### config.mk
export PLATFORM = sky130hd
export DESIGN_NAME = mem_access_master_team1
export DESIGN_NICKNAME = d
export VERILOG_FILES = /design/src/rtl/mem_access_master_team1_pkg.sv /design/src/rtl/mem_access_master_team1_req_fifo.sv /design/src/rtl/mem_access_master_team1.sv
export SDC_FILE = /design/constraint.sdc
export NUM_CORES = 1
export LEC_CHECK = 0
export BUFFER_PORTS_ARGS = -buffer_cell sky130_fd_sc_hd__buf_2
export CAP_MARGIN = 20
export CELL_PAD_IN_SITES_DETAIL_PLACEMENT = 1
export CELL_PAD_IN_SITES_GLOBAL_PLACEMENT = 1
export CORE_MARGIN = 8
export CORE_UTILIZATION = 30
export DETAILED_ROUTE_END_ITERATION = 8
export PLACE_DENSITY_LB_ADDON = 0.1
export SLEW_MARGIN = 20
export SYNTH_ARGS = -nofsm -noshare
export SYNTH_HDL_FRONTEND = slang
export SYNTH_SLANG_ARGS = --single-unit
export TNS_END_PERCENT = 50
### constraint.sdc
create_clock -name clk -period 3 [get_ports clk]
set_clock_uncertainty 0.05 [all_clocks]
set_input_delay 0.45 -clock clk [delete_from_list [all_inputs] [get_ports clk]]
set_output_delay 0.45 -clock clk [all_outputs]
set_load 0.01 [all_outputs]
### src/rtl/mem_access_master_team1_pkg.sv
// Shared types and constants for the memory-access master.
// Latency: n/a (declarations only).
// Backpressure: n/a.
package mem_access_pkg_team1;

  // Master sequencing states
  typedef enum logic [1:0] {
    IDLE = 2'd0,
    WR   = 2'd1,
    RD   = 2'd2,
    RESP = 2'd3
  } state_t;

  localparam int DEF_DW = 16;
  localparam int DEF_AW = 12;

  // Address the memory guards; requests to it are rejected locally
  localparam int ADDR_GUARD = 0;

endpackage

### src/rtl/mem_access_master_team1_req_fifo.sv
// Generic synchronous FIFO with full/empty flags, combinational head read.
// Latency: a pushed entry is visible at the head one cycle after the push edge.
// Backpressure: pushes are ignored while full (even with a same-cycle pop); pops ignored while empty.
//
// Ports: clk, rst_n (async active-low, flushes pointers), push/wdata, pop/rdata,
//        full, empty.
module req_fifo_team1 #(
  parameter int WIDTH = 8,
  parameter int DEPTH = 2
) (
  input  logic             clk,
  input  logic             rst_n,
  input  logic             push,
  input  logic [WIDTH-1:0] wdata,
  input  logic             pop,
  output logic [WIDTH-1:0] rdata,
  output logic             full,
  output logic             empty
);

  localparam int PW = $clog2(DEPTH);

  // One extra pointer bit distinguishes full from empty
  logic [PW:0]      wr_ptr;
  logic [PW:0]      rd_ptr;
  logic [WIDTH-1:0] mem [DEPTH];
  logic             do_push;
  logic             do_pop;

  assign do_push = push && !full;
  assign do_pop  = pop && !empty;

  assign empty = (wr_ptr == rd_ptr);
  assign full  = (wr_ptr[PW] != rd_ptr[PW]) && (wr_ptr[PW-1:0] == rd_ptr[PW-1:0]);
  assign rdata = mem[rd_ptr[PW-1:0]];

  always_ff @(posedge clk or negedge rst_n) begin
    if (!rst_n) begin
      wr_ptr <= '0;
      rd_ptr <= '0;
    end else begin
      if (do_push) wr_ptr <= wr_ptr + 1'b1;
      if (do_pop)  rd_ptr <= rd_ptr + 1'b1;
    end
  end

  always_ff @(posedge clk) begin
    if (do_push) mem[wr_ptr[PW-1:0]] <= wdata;
  end

endmodule

### src/rtl/mem_access_master_team1.sv
// Memory bus master: queues read/write requests and drives memory strobes, one response per request.
// Latency: from accept edge E0 in IDLE, strobe/error response at E1, write response E2, read response E(1+RD_LAT).
// Backpressure: req_ready = !fifo_full; responses cannot be stalled.
//
// Ports: req_valid/req_ready/req_write/req_addr/req_wdata (request in),
//        rsp_valid/rsp_err/rsp_rdata (response out), mem_write/mem_read/mem_addr/
//        mem_wdata/mem_rdata (memory side), busy (work pending or in flight).
module mem_access_master_team1
  import mem_access_pkg_team1::*;
#(
  parameter int DW         = DEF_DW,
  parameter int AW         = DEF_AW,
  parameter int RD_LAT     = 1,
  parameter int FIFO_DEPTH = 2
) (
  input  logic          clk,
  input  logic          rst_n,
  input  logic          req_valid,
  output logic          req_ready,
  input  logic          req_write,
  input  logic [AW-1:0] req_addr,
  input  logic [DW-1:0] req_wdata,
  output logic          rsp_valid,
  output logic          rsp_err,
  output logic [DW-1:0] rsp_rdata,
  output logic          mem_write,
  output logic          mem_read,
  output logic [AW-1:0] mem_addr,
  output logic [DW-1:0] mem_wdata,
  input  logic [DW-1:0] mem_rdata,
  output logic          busy
);

  localparam int EW = 1 + AW + DW;
  localparam int CW = (RD_LAT > 1) ? $clog2(RD_LAT) : 1;

  state_t        state;
  logic [CW-1:0] cnt;

  logic          fifo_push;
  logic          fifo_pop;
  logic          fifo_full;
  logic          fifo_empty;
  logic [EW-1:0] fifo_wdat;
  logic [EW-1:0] fifo_rdat;

  logic          head_write;
  logic [AW-1:0] head_addr;
  logic [DW-1:0] head_wdata;

  assign fifo_push = req_valid && !fifo_full;
  assign fifo_wdat = {req_write, req_addr, req_wdata};

  // Head is consumed on the same edge the FSM dispatches it
  assign fifo_pop  = ((state == IDLE) || (state == RESP)) && !fifo_empty;

  assign head_write = fifo_rdat[EW-1];
  assign head_addr  = fifo_rdat[DW +: AW];
  assign head_wdata = fifo_rdat[DW-1:0];

  assign req_ready = !fifo_full;
  assign busy      = (state != IDLE) || !fifo_empty;

  req_fifo_team1 #(
    .WIDTH (EW),
    .DEPTH (FIFO_DEPTH)
  ) u_req_fifo (
    .clk   (clk),
    .rst_n (rst_n),
    .push  (fifo_push),
    .wdata (fifo_wdat),
    .pop   (fifo_pop),
    .rdata (fifo_rdat),
    .full  (fifo_full),
    .empty (fifo_empty)
  );

  always_ff @(posedge clk or negedge rst_n) begin
    if (!rst_n) begin
      state     <= IDLE;
      cnt       <= '0;
      mem_write <= 1'b0;
      mem_read  <= 1'b0;
      mem_addr  <= AW'(1);  // park off the guarded address
      mem_wdata <= '0;
      rsp_valid <= 1'b0;
      rsp_err   <= 1'b0;
      rsp_rdata <= '0;
    end else begin
      case (state)
        IDLE, RESP: begin
          if (!fifo_empty) begin
            rsp_rdata <= '0;
            if (head_addr == AW'(ADDR_GUARD)) begin
              // Rejected locally: respond now, memory untouched, address held
              rsp_valid <= 1'b1;
              rsp_err   <= 1'b1;
              state     <= RESP;
            end else if (head_write) begin
              rsp_valid <= 1'b0;
              rsp_err   <= 1'b0;
              mem_write <= 1'b1;
              mem_addr  <= head_addr;
              mem_wdata <= head_wdata;
              state     <= WR;
            end else begin
              rsp_valid <= 1'b0;
              rsp_err   <= 1'b0;
              mem_read  <= 1'b1;
              mem_addr  <= head_addr;
              cnt       <= CW'(RD_LAT - 1);
              state     <= RD;
            end
          end else begin
            rsp_valid <= 1'b0;
            rsp_err   <= 1'b0;
            state     <= IDLE;
          end
        end
        WR: begin
          mem_write <= 1'b0;
          rsp_valid <= 1'b1;
          rsp_err   <= 1'b0;
          rsp_rdata <= '0;
          state     <= RESP;
        end
        RD: begin
          if (cnt == '0) begin
            mem_read  <= 1'b0;
            rsp_rdata <= mem_rdata;
            rsp_valid <= 1'b1;
            rsp_err   <= 1'b0;
            state     <= RESP;
          end else begin
            cnt <= cnt - 1'b1;
          end
        end
        default: state <= IDLE;
      endcase
    end
  end

endmodule

==> After elaboration in Yosys (flattened, before gate mapping) <==
Memory sizes are Yosys's and may differ from the RTL's.
Index checks and enable logic that the tools add are counted.
Widths: inputs -> output; s select.
{ "word_totals": {"latch_bits": 0, "rom_bits": 0, "elab_cells": 78, "mem_bits_rw": 58, "ff_bits": 55, "n_memories": 1} }
{ "op_classes": {"n_eq_ne": 11, "div_mod_pow": 0, "mux": 29, "reduce_logical": 21, "shift": 0, "multipliers": 0, "order_cmp": 0, "bitwise_logic": 2, "n_addsub": 3} }
{ "mem_list": {"columns": ["name", "depth", "width", "rd", "rd_clocked_by_memory_dff", "write_ports", "line", "rtl"], "rows": [
  ["u_req_fifo.mem", 2, 29, 1, 0, 1, "mem_access_master_team1_req_fifo.sv:26", "logic [WIDTH-1:0] mem [DEPTH];"]
]} }
{ "ops": {"columns": ["cell", "n"], "rows": [
  ["$pmux 16 s3", 1],
  ["$mux 16", 2],
  ["$mux 1", 16],
  ["$logic_not 12->1", 1],
  ["$reduce_and 4->1", 3],
  ["$ne 2x2->1 const B", 5],
  ["$mux 2", 4],
  ["$pmux 1 s2", 3],
  ["$pmux 1 s3", 2],
  ["$pmux 2 s3", 1],
  ["$reduce_bool 2->1", 3],
  ["$logic_and 1x1->1", 5],
  ["$reduce_and 5->1", 1],
  ["$add 2x1->2 const B", 2],
  ["$eq 2x2->1 const B", 2],
  ["$reduce_and 3->1", 1],
  ["$eq 2x1->1 const B", 1],
  ["$eq 2x2->1", 1],
  ["$logic_not 1->1", 2],
  ["$logic_not 2->1", 1],
  ["$logic_or 1x1->1", 2],
  ["$not 1->1", 2],
  ["$reduce_and 2->1", 1],
  ["$reduce_or 2->1", 1],
  ["other kinds (3)", 3]
]} }

==> Depth between registers and ports, before layout <==
Gate-level depths: netlist of run 1.
{ "logic_depth": {"depth_word": 7, "mapped_depth": 7, "depth_no_buf": 5} }

==> Hierarchy <==
A second synthesis of run 1 with hierarchy kept.
{ "hier_totals": {"cells_unflattened": 293, "area_unflattened_um2": 4513.1} }
{ "by_module_without_submodules": {"columns": ["module", "seq_area_each_um2", "cells_each", "area_per_inst_um2", "instances"], "rows": [
  ["req_fifo_team1", 1841.8, 118, 2379.8, 1],
  ["mem_access_master_team1", 1252.5, 175, 2133.3, 1]
]} }

==> Worst setup path after synthesis of run 1 <==
OpenSTA, ideal clock, no wires.
{ "synth_path": {"path_kind": "register to register", "from": "register u_req_fifo.rd_ptr[0]", "to": "memory u_req_fifo.mem[0][0] (netlist name), enable pin", "arrival_ps": 2111, "slack_ps": 425, "stages_incl_launch_ff": 6, "setup_ps": 415, "period_less_slack_ps": 2575, "cell_sequence": "dfrtp_1 buf_6 xnor2_1 nand2_1 nand2_1 nor2_1"} }
{ "synth_via": {"elab_chain_cells": 7} }
{ "synth_rtl": {"columns": ["element", "line", "rtl"], "rows": [
  ["from (decl)", "mem_access_master_team1_req_fifo.sv:25", "logic [PW:0] rd_ptr;"],
  ["from (signal assigned)", "mem_access_master_team1_req_fifo.sv:43", "if (do_pop) rd_ptr <= rd_ptr + 1'b1;"],
  ["$eq 1x1->1 *", "mem_access_master_team1_req_fifo.sv:34", "assign full = (wr_ptr[PW] != rd_ptr[PW]) && (wr_ptr[PW-1:0] == rd_ptr[PW-1:0]);"],
  ["$logic_and 1x1->1 *", "mem_access_master_team1_req_fifo.sv:34", null],
  ["$logic_not 1->1 *", null, null],
  ["via req_ready", "mem_access_master_team1.sv:19", "output logic req_ready,"],
  ["$logic_and 1x1->1", "mem_access_master_team1.sv:51", "assign fifo_push = req_valid && !fifo_full;"],
  ["$logic_and 1x1->1 *", "mem_access_master_team1_req_fifo.sv:30", "assign do_push = push && !full;"],
  ["$mux 1 *", "mem_access_master_team1_req_fifo.sv:48", "if (do_push) mem[wr_ptr[PW-1:0]] <= wdata;"],
  ["$mux 1 (not written as such) *", "mem_access_master_team1_req_fifo.sv:48", null],
  ["to (decl)", "mem_access_master_team1_req_fifo.sv:26", null]
]} }
Mark *: on every way through the listed nets, which the timed path passes. The rest lies on a longest branch.

==> Final worst setup path of run 1 <==
{ "layout_path": {"from": "register u_req_fifo.rd_ptr[0]", "to": "register mem_wdata[4]"} }
{ "layout_via": {"elab_chain_cells": 4, "elab_cells_between_ends": 6} }
{ "layout_rtl": {"columns": ["element", "line", "rtl"], "rows": [
  ["$mem_v2 2x29", null, null],
  ["$logic_not 12->1", "mem_access_master_team1.sv:94", "if (head_addr == AW'(ADDR_GUARD)) begin"],
  ["$not 1->1 (no line)", null, null],
  ["$reduce_and 4->1 (no line)", null, null],
  ["to (signal assigned)", "mem_access_master_team1.sv:104", "mem_wdata <= head_wdata;"],
  ["to (decl)", "mem_access_master_team1.sv:29", "output logic [DW-1:0] mem_wdata,"]
]} }
Several ways; a longest one is shown, not always the timed one.
A chain may end at the register's enable or synchronous reset.

==> results of run 1 <==
## per-layer routing
layer	wire length, microns	vias up
li1	-	1269
met1	4638	1308
met2	4670	71
met3	895	17
met4	165	6
met5	32	-
## power by group through the flow
stage | Sequential, mW | Combinational [mW] | Clock (mW)
after floorplan | 2.70 | 1.65 | 0
after global routing | 2.70 | 2.83 | 1.36
after detailed placement | 2.66 | 2.59 | 0
final | 2.62 | 2.50 | 1.28
after global placement | 2.66 | 2.53 | 0
after CTS | 2.64 | 2.59 | 1.32
## final timing paths
kind | cells past startpoint | slack, ps | from | endpoint
worst min register to register | 2 | 430 | rsp_rdata[10] | rsp_rdata[10]
worst min-delay path | 1 | 20 | rst_n | mem_addr[7]
worst max register to register | 5 | 810 | u_req_fifo.rd_ptr[0] | mem_wdata[4]
max in group asynchronous | 2 | 2140 | rst_n | mem_addr[0]
worst max-delay path | 5 | 810 | u_req_fifo.rd_ptr[0] | mem_wdata[4]
min in group clk | 1 | 230 | req_addr[6] | u_req_fifo.mem[1][22]
## metrics by stage
stage / area (sq um) / utilization (%) / hold WS, ps / cells
floorplan: 4425 / - / 104.4 / 293
global route: 5445 / 37.61 / 61.58 / 584
detailed placement: 5131 / 35.44 / 414.8 / 568
CTS: 5445 / 37.61 / 30.63 / 584
global placement: 5131 / 35.44 / 409.8 / 568
finish: 5448 / 37.63 / 22.27 / 585
## area by class of cell
type / count / area share [%]
Antenna cell: 1 / 0.04593
Clock buffer: 10 / 4.203
Clock inverter: 6 / 1.562
Inverter: 5 / 0.3445
Multi-Input combinational cell: 161 / 22.65
Sequential cell: 112 / 56.82
Tap cell: 184 / 4.226
Timing Repair Buffer: 106 / 10.15
## registers in the layout (all words and copies together) (netlist names)
signal             cells
state                  2
mem_write              1
u_req_fifo.rd_ptr      2
mem_wdata             16
rsp_rdata             16
rsp_valid              1
mem_read               1
rsp_err                1
mem_addr              12
u_req_fifo.mem        58
u_req_fifo.wr_ptr      2
## cell usage after synthesis (all sizes together)
library cell / instances
a21o: 2
a21oi: 12
a311o: 1
a311oi: 1
a31oi: 13
a41oi: 1
and2b: 1
and3: 1
and4: 1
buf: 6
clkbuf: 9
dfrtp: 53
dfstp: 1
edfxtp: 58
ha: 3
inv: 5
mux2: 33
mux2i: 13
nand2: 38
nand2b: 1
nand3: 1
nor2: 5
nor3: 1
nor4: 2
o21ai: 19
o21bai: 1
o22ai: 1
or3: 1
or4: 2
or4b: 1
xnor2: 3
xor2: 3
## critical path: stages (launching register included)
cell	delay (ps)
dfrtp_2	550
or4_1	580
o22ai_2	150
o21ai_2	100
nand3_4	260
mux2_2	380
## logic make-up (layout without fill, tap and decap cells)
kind of cell	after synthesis	after routing	synth area share, %
buffers and inverters	20	127	2.460
muxes	46	46	12.19
adders and majority gates	3	3	0.8483
other	0	1	0
DFF	112	112	69.92
and+or+nand+nor	55	55	6.560
xor gates and xnor gates	6	6	1.188
AOI/OAI and AO/OA	51	51	6.842
==> flow_summary_export.csv, run 1 <==
group,metric,value,unit
drt,drt_iter0_markers,166,
sta,finalCriticalPeriod,2191,ps
cells_and_area,n_fill_cell,1528,
cells_and_area,layout.nets,446,
pwr,power_density,1175,nW/um^2
synthesis,synth_area_leaders,"edfxtp_1, dfrtp_1, mux2_2",
cells_and_area,layout_common_cells,"buf_2, edfxtp_1, dfrtp_1",
sta,slew_viol_final,0,
floorplan,die_w,137.5,microns
sta,fmax,456.4,MHz
synthesis,synth_cell_types,40,
cells_and_area,area_growth,23.10,%
grt,antenna_found_initial,3,
drt,viasPerCell,4.566,
floorplan,start_util,30.57,%
floorplan,die_area,18890,sq um
pwr,clkPwrFrac,20.0,%
drt,vias,2671,
clocking,cts-root-buf,"clkbuf_16",
sta,slew_headroom,57.28,%
critical_path,endpoint_kind,"flop",
critical_path,crit_path_start_kind,"flop",
cells_and_area,seqCellArea,3095,sq um
synthesis,synthesis.area,4425,sq um
floorplan,core_area,14480,sq um
placement,hpwl,7353,microns
pwr,peakVddDrop,386.8,uV
synthesis,syn_inst,293,
grt,grt_pass1_vias,2931,
floorplan,die_h,137.5,microns
drt,drt_wl_total,10400,microns
clocking,clkLatencyLatePin,360,ps
clocking,cts_made_buffers,9,
run_status,status,"complete, no violations",
sta,grt_setup_unrepaired,"no",
synthesis,ys_warn_count,0,
pwr,power_switching,2.270,mW
grt,use_met1,14.36,%
drt,drc_errors,0,
pwr,finalPower,6.404,mW
grt,track_usage,11.54,%
clocking,clk_pin_slew,80,ps
sta,fin_tns_setup,0,ps
grt,grt_pass1_wl,16320,microns
clocking,ctsHoldBuffers,0,
pwr,internal-power,4.133,mW
synthesis,synth_area_per_cell,15.10,sq um
job,max_cap_violations,0,
cells_and_area,multi_input_area,1234,sq um
critical_path,path_max_fanout,16,
synthesis,synth-seq-cells,112,
clocking,post-cts-setup-buffers,0,
clocking,cts_tree,"done",
sta,setup_viol,0,
placement,portBuffers,97,
sta,worst_slew_pin_slew,640.8,ps
pwr,p_seq_share,40.9,%
drt,routedWlPerCell,17.78,microns
clocking,clock_path_buffers,2,
floorplan,ios,98,
synthesis,ys_seq_area_share,69.92,%
drt,dr.pass1.iters,4,
clocking,cts.sinks,112,
grt,grt_max_degree,33,
critical_path,cp.required,3190,ps
grt,gr-total-overflow,0,
sta,worst_slack,808.8,ps
cells_and_area,layout-drive-gt1-share,41.50,%
placement,gp_congestion,0.7003,
cells_and_area,layout_commonest_cell,"buf_2",
pwr,p_sw_share,35.45,%
pwr,leakagePower,2.291,nW
floorplan,rows,44,
critical_path,arrival,2380,ps
sta,timing.final.hold_violations,0,
grt,top_usage_layer,"met2",
drt,antenna_left,0,
worst_hold_path,hold_class,"primary input to asynchronous set/reset pin",
synthesis,yosys.area.top_type,"edfxtp_1",
grt,grtUsageMet2,17.26,%
clocking,post_cts_resized,0,
synthesis,synth_top_area_share,39.36,%
pwr,power_frac_comb,39.1,%
critical_path,crit_type,"flop to flop",
clocking,h-tree-depth,3,
sta,post-route-period-util,73.04,%
placement,pre_cts_ws,790.2,ps
grt,grtUsageMet3,5.142,%
synthesis,syn_nets,344,
No activity file was read; power rests on OpenSTA's default activity.
==> run 2, diff against run 1 <==
==> constraint.sdc (replaced) <==
create_clock -name clk -period 2.1 [get_ports clk]
set_clock_uncertainty 0.05 [all_clocks]
set_input_delay 0.315 -clock clk [delete_from_list [all_inputs] [get_ports clk]]
set_output_delay 0.315 -clock clk [all_outputs]
set_load 0.01 [all_outputs]
==> flow_summary_export.csv, run 2 (synthesis gave the netlist of run 1 again) <==
group,metric,value,unit
clocking,clk_pin_slew,70,ps
drt,drt_wl_total,10320,microns
cells_and_area,finalInstanceArea,5673,sq um
clocking,clkLatencyLatePin,350,ps
run_status,status,"complete, no violations",
sta,post-route-period-util,96.65,%
placement,hpwl,7122,microns
floorplan,ios,98,
placement,gp_congestion,0.6914,
placement,portBuffers,97,
grt,antenna_found_initial,2,
pwr,leakagePower,2.394,nW
critical_path,cp.required,2280,ps
placement,pre_cts_ws,-55.14,ps
critical_path,crit_type,"flop to flop",
clocking,cts_tree,"done",
grt,grt_max_degree,33,
drt,drt_iter0_markers,77,
cells_and_area,area_growth,28.19,%
grt,grt_pass1_vias,2914,
sta,finalCriticalPeriod,2030,ps
grt,grt_pass1_wl,16010,microns
cells_and_area,n_fill_cell,1500,
grt,track_usage,11.25,%
clocking,clock_path_buffers,2,
cells_and_area,n_antenna_cell,0,
drt,routedWlPerCell,17.37,microns
sta,worst_slew_pin_slew,655.4,ps
floorplan,rows,44,
drt,dr.pass1.iters,4,
cells_and_area,layout-drive-gt1-share,44.63,%
floorplan,die_w,137.5,microns
clocking,cts-root-buf,"clkbuf_16",
sta,fmax,492.7,MHz
clocking,cts_made_buffers,9,
critical_path,r2r_cells,6,
cells_and_area,largest_reg_flops,58,
critical_path,arrival,2210,ps
floorplan,die_area,18890,sq um
cells_and_area,stdcell_count,594,
drt,vias,2699,
floorplan,core_area,14480,sq um
critical_path,crit_path_start_kind,"flop",
grt,gr-total-overflow,0,
drt,viasPerCell,4.544,
floorplan,die_h,137.5,microns
cells_and_area,layout.nets,456,
placement,dpl.cell_count,573,
clocking,h-tree-depth,3,
sta,slew_headroom,56.30,%
pwr,peakVddDrop,731.2,uV
sta,worst_slack,70.37,ps
worst_hold_path,hold_class,"primary input to flop",
placement,dpl-instance-area,5206,sq um
critical_path,path_max_fanout,7,
sta,grt_setup_unrepaired,"yes",
cells_and_area,layout_common_cells,"buf_2, edfxtp_1, dfrtp_1",
worst_hold_path,worstHoldPathCells,1,
drt,antenna_left,0,
cells_and_area,seqCellArea,3095,sq um
drt,drc_errors,0,
clocking,cts.sinks,112,
pwr,power_density,1700,nW/um^2
sta,setup_viol,0,
sta,slew_viol_final,0,
sta,timing.final.hold_violations,0,
job,max_cap_violations,0,
floorplan,start_util,30.57,%
critical_path,endpoint_kind,"flop",
cells_and_area,layout_commonest_cell,"buf_2",
cells_and_area,multi_input_area,1285,sq um
## run 2: area by class of cell
class | count | area share [%]
Multi-Input combinational cell | 161 | 22.65
Inverter | 5 | 0.3308
Sequential cell | 112 | 54.57
Clock inverter | 7 | 2.117
Tap cell | 184 | 4.058
Clock buffer | 9 | 3.970
Timing Repair Buffer | 116 | 12.31
## run 2: per-layer routing
metal | vias to the layer above | GRT usage [%] | wire [microns]
li1 | 1287 | - | -
met1 | 1325 | 13.85 | 4646
met2 | 70 | 17.21 | 4647
met3 | 13 | 5.325 | 877
met4 | 4 | 3.259 | 124
met5 | - | 0 | 23
## run 2: per-stage QoR
stage	power [mW]	setup TNS [ps]	hold WS, ps	util, %
after floorplan	6.216	0	-30.59	-
after global placement	7.503	0	264.4	35.96
after detailed placement	7.589	-353.7	271.2	35.96
after CTS	9.667	0	83.78	38.60
after global routing	10.30	-0.1454	84.37	39.18
final	9.643	0	105.7	39.18
## run 2: worst max-delay path: stages (launching register included)
cell	delay, ps
dfrtp_2	470
or4_4	560
o22ai_4	140
o21ai_4	100
nand3_4	120
buf_12	140
mux2_2	320
## run 2: final timing paths
check	end	slack (ps)	start
worst max-delay path	mem_wdata[0]	70	u_req_fifo.rd_ptr[0]
worst min-delay path	u_req_fifo.mem[0][23]	110	req_addr[7]
worst max register to register	mem_wdata[0]	70	u_req_fifo.rd_ptr[0]
worst min register to register	rsp_rdata[0]	430	rsp_rdata[0]
max in group asynchronous	mem_addr[10]	1030	rst_n
min in group asynchronous	u_req_fifo.wr_ptr[0]	410	rst_n
## run 2: power breakdown
group | switching [mW] | leakage (nW) | internal (mW)
Sequential | 0.434 | 1.19 | 3.27
Clock | 0.776 | 0.166 | 1.17
Combinational | 2.11 | 1.04 | 1.88
## run 2: repair_timing
action / CTS / global route
gates cloned: 0 / 1
setup buffers: 2 / 1
hold buffers: 1 / 0
hold endpoints to repair: 15 / 0
endpoints found under the setup margin: 16 / 16
resized for setup: 0 / 9
pin swaps: 2 / 6
